$ cat config.mk
export PLATFORM = sky130hd
export DESIGN_NAME = msg_write_arbiter
export DESIGN_NICKNAME = d
export VERILOG_FILES = /design/src/rtl/msg_write_arbiter.sv
export SDC_FILE = /design/constraint.sdc
export NUM_CORES = 1
export LEC_CHECK = 0
export CAP_MARGIN = 20
export CELL_PAD_IN_SITES_DETAIL_PLACEMENT = 0
export CELL_PAD_IN_SITES_GLOBAL_PLACEMENT = 1
export CORE_AREA = 2 2 179 181
export DETAILED_ROUTE_END_ITERATION = 8
export DIE_AREA = 0 0 181 183
export PLACE_DENSITY = 0.79
export SYNTH_ARGS = -nofsm -noshare
export SYNTH_HDL_FRONTEND = slang
export SYNTH_SLANG_ARGS = --single-unit
$ cat constraint.sdc
create_clock -name clk -period 5.2 [get_ports clk]
set_input_delay 0.52 -clock clk [delete_from_list [all_inputs] [get_ports clk]]
set_output_delay 0.52 -clock clk [all_outputs]
set_load 0.02 [all_outputs]
$ cat src/rtl/msg_write_arbiter.sv
`default_nettype none
// ============================================================================
// Module      : msg_write_arbiter
// Description : Shares the single 32-bit message FIFO write port among N_SRC
//               detector message sources. Each message is three words. Sources
//               are served round-robin, one whole message at a time, and only
//               while the FIFO has room for the whole message. Sources cleared
//               in the CPU enable mask get their messages discarded and counted.
// Revision    : 1.0 - initial release
// ----------------------------------------------------------------------------
// Ports
//   clk         in   1          system clock
//   reset_n     in   1          asynchronous active-low reset
//   req         in   N_SRC      per-source request, held with payload until ack
//   payload     in   N_SRC*96   source i words at [96i+95:96i], w0 in low bits
//   ack         out  N_SRC      one-cycle pulse: message granted or discarded
//   src_en      in   N_SRC      enable mask; 0 = discard that source's messages
//   flush       in   1          synchronous FIFO flush, aborts a message in flight
//   fifo_usedw  in   USEDW_W    current FIFO fill level
//   fifo_data   out  32         word to write
//   fifo_wr     out  1          FIFO write request
//   busy        out  1          high while a message is being written
//   drop_cnt    out  16         saturating count of discarded messages
// ============================================================================
module msg_write_arbiter #(
    parameter int N_SRC      = 4,
    parameter int FIFO_DEPTH = 256,
    parameter int USEDW_W    = 8,
    parameter int MSG_WORDS  = 3
) (
    input  logic                  clk,
    input  logic                  reset_n,
    input  logic [N_SRC-1:0]      req,
    input  logic [N_SRC*96-1:0]   payload,
    output logic [N_SRC-1:0]      ack,
    input  logic [N_SRC-1:0]      src_en,
    input  logic                  flush,
    input  logic [USEDW_W-1:0]    fifo_usedw,
    output logic [31:0]           fifo_data,
    output logic                  fifo_wr,
    output logic                  busy,
    output logic [15:0]           drop_cnt
);

    localparam int c_sel_w = (N_SRC > 1) ? $clog2(N_SRC) : 1;

    // A grant is only allowed while the fill level is strictly below this, so
    // a whole message always fits without re-checking mid-message.
    localparam logic [USEDW_W:0] c_room_limit = (USEDW_W + 1)'(FIFO_DEPTH - MSG_WORDS);

    typedef enum logic [1:0] {
        ST_IDLE = 2'd0,
        ST_W0   = 2'd1,
        ST_W1   = 2'd2,
        ST_W2   = 2'd3
    } state_t;

    // ------------------------------------------------------------------
    // Registers
    // ------------------------------------------------------------------
    state_t               state_q,     state_d;
    logic [c_sel_w-1:0]   rr_last_q,   rr_last_d;
    logic [63:0]          msg_q,       msg_d;      // w1/w2 of the granted message
    logic [N_SRC-1:0]     ack_q,       ack_d;
    logic                 fifo_wr_q,   fifo_wr_d;
    logic [31:0]          fifo_data_q, fifo_data_d;
    logic                 busy_q,      busy_d;
    logic [15:0]          drop_cnt_q,  drop_cnt_d;

    // ------------------------------------------------------------------
    // Combinational helpers
    // ------------------------------------------------------------------
    logic [95:0]          w_payload_arr [N_SRC];
    logic [N_SRC-1:0]     w_elig;
    logic [N_SRC-1:0]     w_discard;
    logic                 w_room;
    logic                 w_grant_found;
    logic [c_sel_w-1:0]   w_grant_idx;
    logic [95:0]          w_grant_msg;
    logic                 w_can_grant;
    logic [16:0]          w_drop_sum;

    generate
        for (genvar gi = 0; gi < N_SRC; gi++) begin : g_unpack
            assign w_payload_arr[gi] = payload[gi*96 +: 96];
        end
    endgenerate

    assign w_elig    = req & src_en;
    // The registered ack suppresses a second discard of the same held request
    // on the cycle its ack is visible to the source.
    assign w_discard = req & ~src_en & ~ack_q;
    assign w_room    = ({1'b0, fifo_usedw} < c_room_limit);

    // Round-robin search starting just after the last granted source.
    always_comb begin
        int                 cand;
        logic [c_sel_w-1:0] cand_idx;
        cand          = 0;
        cand_idx      = '0;
        w_grant_found = 1'b0;
        w_grant_idx   = '0;
        for (int k = 1; k <= N_SRC; k++) begin
            cand     = (int'(rr_last_q) + k) % N_SRC;
            cand_idx = c_sel_w'(cand);
            if (!w_grant_found && w_elig[cand_idx]) begin
                w_grant_found = 1'b1;
                w_grant_idx   = cand_idx;
            end
        end
    end

    assign w_grant_msg = w_payload_arr[w_grant_idx];
    assign w_can_grant = w_grant_found & w_room & ~flush;

    // Several sources may be discarded in one cycle; add them all, then clamp.
    always_comb begin
        w_drop_sum = {1'b0, drop_cnt_q};
        for (int i = 0; i < N_SRC; i++) begin
            w_drop_sum = w_drop_sum + 17'(w_discard[i]);
        end
        drop_cnt_d = w_drop_sum[16] ? 16'hFFFF : w_drop_sum[15:0];
    end

    // ------------------------------------------------------------------
    // Next-state and registered-output logic. Outputs are computed for the
    // state being entered, so fifo_wr/fifo_data/busy line up with the state.
    // ------------------------------------------------------------------
    always_comb begin
        state_d     = state_q;
        rr_last_d   = rr_last_q;
        msg_d       = msg_q;
        ack_d       = w_discard;
        fifo_wr_d   = 1'b0;
        fifo_data_d = fifo_data_q;
        busy_d      = 1'b0;

        case (state_q)
            ST_IDLE: begin
                if (w_can_grant) begin
                    state_d              = ST_W0;
                    rr_last_d            = w_grant_idx;
                    msg_d                = w_grant_msg[95:32];
                    ack_d[w_grant_idx]   = 1'b1;
                    fifo_wr_d            = 1'b1;
                    fifo_data_d          = w_grant_msg[31:0];
                    busy_d               = 1'b1;
                end
            end
            ST_W0: begin
                if (flush) begin
                    state_d = ST_IDLE;
                end else begin
                    state_d     = ST_W1;
                    fifo_wr_d   = 1'b1;
                    fifo_data_d = msg_q[31:0];
                    busy_d      = 1'b1;
                end
            end
            ST_W1: begin
                if (flush) begin
                    state_d = ST_IDLE;
                end else begin
                    state_d     = ST_W2;
                    fifo_wr_d   = 1'b1;
                    fifo_data_d = msg_q[63:32];
                    busy_d      = 1'b1;
                end
            end
            ST_W2: begin
                // Last word already on the bus; always return to arbitration.
                state_d = ST_IDLE;
            end
            default: begin
                state_d = ST_IDLE;
            end
        endcase
    end

    always_ff @(posedge clk or negedge reset_n) begin
        if (!reset_n) begin
            state_q     <= ST_IDLE;
            rr_last_q   <= c_sel_w'(N_SRC - 1);
            msg_q       <= '0;
            ack_q       <= '0;
            fifo_wr_q   <= 1'b0;
            fifo_data_q <= '0;
            busy_q      <= 1'b0;
            drop_cnt_q  <= '0;
        end else begin
            state_q     <= state_d;
            rr_last_q   <= rr_last_d;
            msg_q       <= msg_d;
            ack_q       <= ack_d;
            fifo_wr_q   <= fifo_wr_d;
            fifo_data_q <= fifo_data_d;
            busy_q      <= busy_d;
            drop_cnt_q  <= drop_cnt_d;
        end
    end

    assign ack       = ack_q;
    assign fifo_wr   = fifo_wr_q;
    assign fifo_data = fifo_data_q;
    assign busy      = busy_q;
    assign drop_cnt  = drop_cnt_q;

endmodule
`default_nettype wire

==> run summary <==
count of TritonRoute iterations in the first routing pass: 5
required time reported for the critical path endpoint: 5.53 ns
share of total power in combinational logic: 55.6%
Final Net Count: 1,729
cells after synthesis: 919
number of cell rows: 65
Setup violations, final: 0
complex-gate fraction of the synthesized area: 26.27%
PD cells: 458.1 nW/µm²
Hold EP: fifo_data[31]$_DFFE_PN0P_
Static Leak: 0.005797 µW
width of the die: 181 µm
number of different library cells in the post-synthesis netlist: 53
number of cell instances on the worst register-to-register path: 10
data arrival time at the worst-slack endpoint: 3.99 ns
result of the run: completed
average cell area after synthesis: 9.278 µm²
via count: 9,154
Post-CTS Setup Repair Bufs: 0
sum of routed wire segments on met1: 16,420 µm
Pins Over Slew Limit: 0
combinational family with the most area after synthesis: compound AO/OA/AOI/OAI gates
sum of negative setup slack: 0 ns
number of enable-type register cells in the synthesized netlist: 0
total of max-cap violations: 0
DR vias/cell: 5.285
crit path kind: in -> reg
post-detailed-route DRC marker count: 0
worst reg2reg startpoint: drop_cnt[0]$_DFF_PN0_
maximum number of pins on one net before global-route repair: 84
Detailed Route WL: 36,970 µm
Net Sw Power: 2870 µW
Syn-to-layout area delta: 63.70%
clock latency reported for the late side of the worst-skew pair: 0.41 ns
post-route clock period utilization: 70.43%
global-route wire length before repair: 55,250 µm
TritonCTS buffer count: 17
number of global-route vias before repair: 9,291
effective utilization at floorplan: 27.30%
largest area contributor in the netlist: dfrtp_1
Filler Cell Count: 3,098
crit path time final: 3.662 ns
Clock Pin Slew Worst Setup and Hold Paths: 0.06 ns
number of H-tree levels: 4
cell area after technology mapping: 8527 µm²
setup repair after global routing missed its margin: false
fraction of power consumed by the clock network: 19.0%
worst slew pin tran: 0.9910 ns
quantity of hold-fixing buffers added after cts: 1
total number of clock tree sinks: 121
Clock Root Buffer: clkbuf_16
maximum fanout encountered on the critical timing path: 13
multiplexer share of the synthesized area: 15.03%
clock tree from TritonCTS: built
path category of the worst min-delay check: reg -> reg
capture instance of the worst register-to-register path: drop_cnt[7]$_DFF_PN0_
number of I/O pins: 457
count of cells resized by post-cts repair: 0
leading register cell type out of synthesis: dfrtp_1
sequential element share of the synthesized area: 35.54%
dominant cells by area after synthesis: dfrtp_1 35%, mux2i_1 15%, nand2_1 8.2%, o221ai_1 6.6%, o41ai_2 3.6%
DR WL met3: 2352 µm
FMAX: 273.0 MHz
top layer used by detailed routing: met5
launch instance of the worst min-delay path: fifo_data[31]$_DFFE_PN0P_
Warnings, synthesis: 0
core area: 31,230 µm²
r2r setup slk: 1.84 ns
sequential power share: 25.4%
share of the synthesized area in the top cell type: 34.92%
area of all placed cells without fillers: 13,960 µm²
area taken by flip-flops and latches: 3030 µm²
Final Hold Violating Endpoints: 0
Placement Cell Area: 13,330 µm²
DPL Wire Length: 27,710 µm
overall track demand over capacity in global routing: 21.69%
leftover overflow at the end of global routing: 0
Routed Antenna Nets: 0
number of antenna violations at the first check in global routing: 1
amount of wire on met2 after detailed routing: 17,280 µm
proportion of synthesized flip-flops having asynchronous set or reset: 100.0%
drt first-iter violations: 657
combined area of the multi-input logic cells: 4915 µm²
die outline height: 183 µm
Final Wtd Congestion: 0.8541
worst ir drop on vdd: 0.4605 mV
synthesis-stage register bit count: 121
simple-gate area share of the yosys netlist: 13.25%
final routed wire length divided by cell count: 21.34 µm
Slew HR: 33.76%
depth of the worst hold-timing path: 2
leading cell types in the layout, fill and taps excluded: 455 x clkdlybuf4s50_1, 183 x nand2_1, 128 x mux2i_1, 119 x dfrtp_1, 64 x o221ai_1
share of cells above drive strength 1: 6.466%
kind of start point of the critical path: primary input
switching share of total power: 44.88%
most common cell after layout, fill and taps aside: clkdlybuf4s50_1
post-synthesis share of cell area spent on full adders, half adders and majority gates: 1.585%
critical path capture point type: register
syn nets: 1,331
share of the synthesized netlist area taken by xor and xnor gates: 1.027%
largest clock skew in the final design: 0.01430 ns
antenna cells: 0
P_int: 3525 µW
area of the die: 33,120 µm²
Max clock buf depth: 2
count of input and output buffers: 456
worst max-delay path, stage by stage:
cell	delay, ns
clkdlybuf4s50_1	0.45
nor3b_1	0.19
fa_1	0.51
inv_1	0.05
fa_1	0.43
inv_1	0.09
fa_1	0.20
nand3_1	0.15
nor4_1	0.59
nand3_1	0.22
or2_2	0.46
o21ai_0	0.12
area by class of cell:
class | instances | share of cell area, %
Inverter | 43 | 1.156
Timing Repair Buffer | 476 | 34.10
Clock inverter | 14 | 1.147
Sequential cell | 121 | 21.71
Tap cell | 402 | 3.603
Clock buffer | 18 | 3.075
Multi-Input combinational cell | 658 | 35.21
sequential cells by signal, indices dropped and copies added (netlist names):
signal and cells:
fifo_data 32, busy 1, drop_cnt 16, ack 4, state_q 2, msg_q 64, rr_last_q 2
logic make-up after synthesis:
kind of cell / count (synthesis)
and+or+nand+nor: 256
AOI/OAI and AO/OA: 255
buffers and inverters: 140
muxes: 128
DFF: 121
xor gates and xnor gates: 10
adders and majority gates: 9
synthesized netlist by cell type (3+ instances only):
| cell type | number |
|---|---|
| a221oi_1 | 32 |
| nand2b_1 | 3 |
| a41oi_1 | 33 |
| o41ai_1 | 13 |
| buf_2 | 21 |
| xnor2_1 | 4 |
| buf_1 | 3 |
| a2111oi_0 | 14 |
| nor2_1 | 4 |
| o41ai_2 | 19 |
| and3_1 | 33 |
| dfrtp_1 | 119 |
| nand4_1 | 6 |
| a21oi_1 | 39 |
| nand2_1 | 186 |
| xor2_1 | 6 |
| buf_4 | 5 |
| clkbuf_1 | 61 |
| nand3_1 | 8 |
| a2111oi_1 | 19 |
| o221ai_1 | 64 |
| ha_1 | 6 |
| mux2i_1 | 128 |
| buf_6 | 7 |
| fa_1 | 3 |
| inv_1 | 42 |
layer usage:
layer,vias to the layer above,GRT usage [%]
li1,4316,-
met1,4357,29.37
met2,435,35.26
met3,44,4.071
met4,2,6.504
met5,-,0
metrics by stage:
stage | util (%) | setup slack [ns] | cells | total power (µW) | hold WS [ns]
after CTS | 44.61 | 1.545 | 1731 | 6401 | 0.4763
after global placement | 42.69 | 1.245 | 1698 | 5117 | 0.3832
after detailed placement | 42.69 | 1.089 | 1698 | 5161 | 0.3829
final | 44.70 | 1.538 | 1732 | 6395 | 0.4716
after global routing | 44.70 | 1.259 | 1732 | 6810 | 0.4880
after floorplan | - | 1.900 | 919 | 3673 | 0.2244
worst max path at each step:
stage	from	endpoint	slack, ns	depth (start not counted)
floorplan	req[2]	drop_cnt[10]$_DFF_PN0_	1.90	12
global placement	req[2]	drop_cnt[7]$_DFF_PN0_	1.24	12
detailed placement	req[2]	drop_cnt[7]$_DFF_PN0_	1.09	12
CTS	req[2]	drop_cnt[7]$_DFF_PN0_	1.54	12
global route	req[2]	drop_cnt[7]$_DFF_PN0_	1.26	12
finish	req[2]	drop_cnt[7]$_DFF_PN0_	1.54	12
power groups by stage:
| stage | registers [µW] | clock network (µW) | logic, µW |
|---|---|---|---|
| 2_1_floorplan | 1750 | 0 | 1930 |
| 3_3_place_gp | 1630 | 0 | 3490 |
| 3_5_place_dp | 1640 | 0 | 3520 |
| 4_1_cts | 1630 | 1240 | 3540 |
| 5_1_grt | 1680 | 1290 | 3840 |
| 6_report | 1630 | 1210 | 3550 |
No activity file was read; power rests on OpenSTA's default activity.
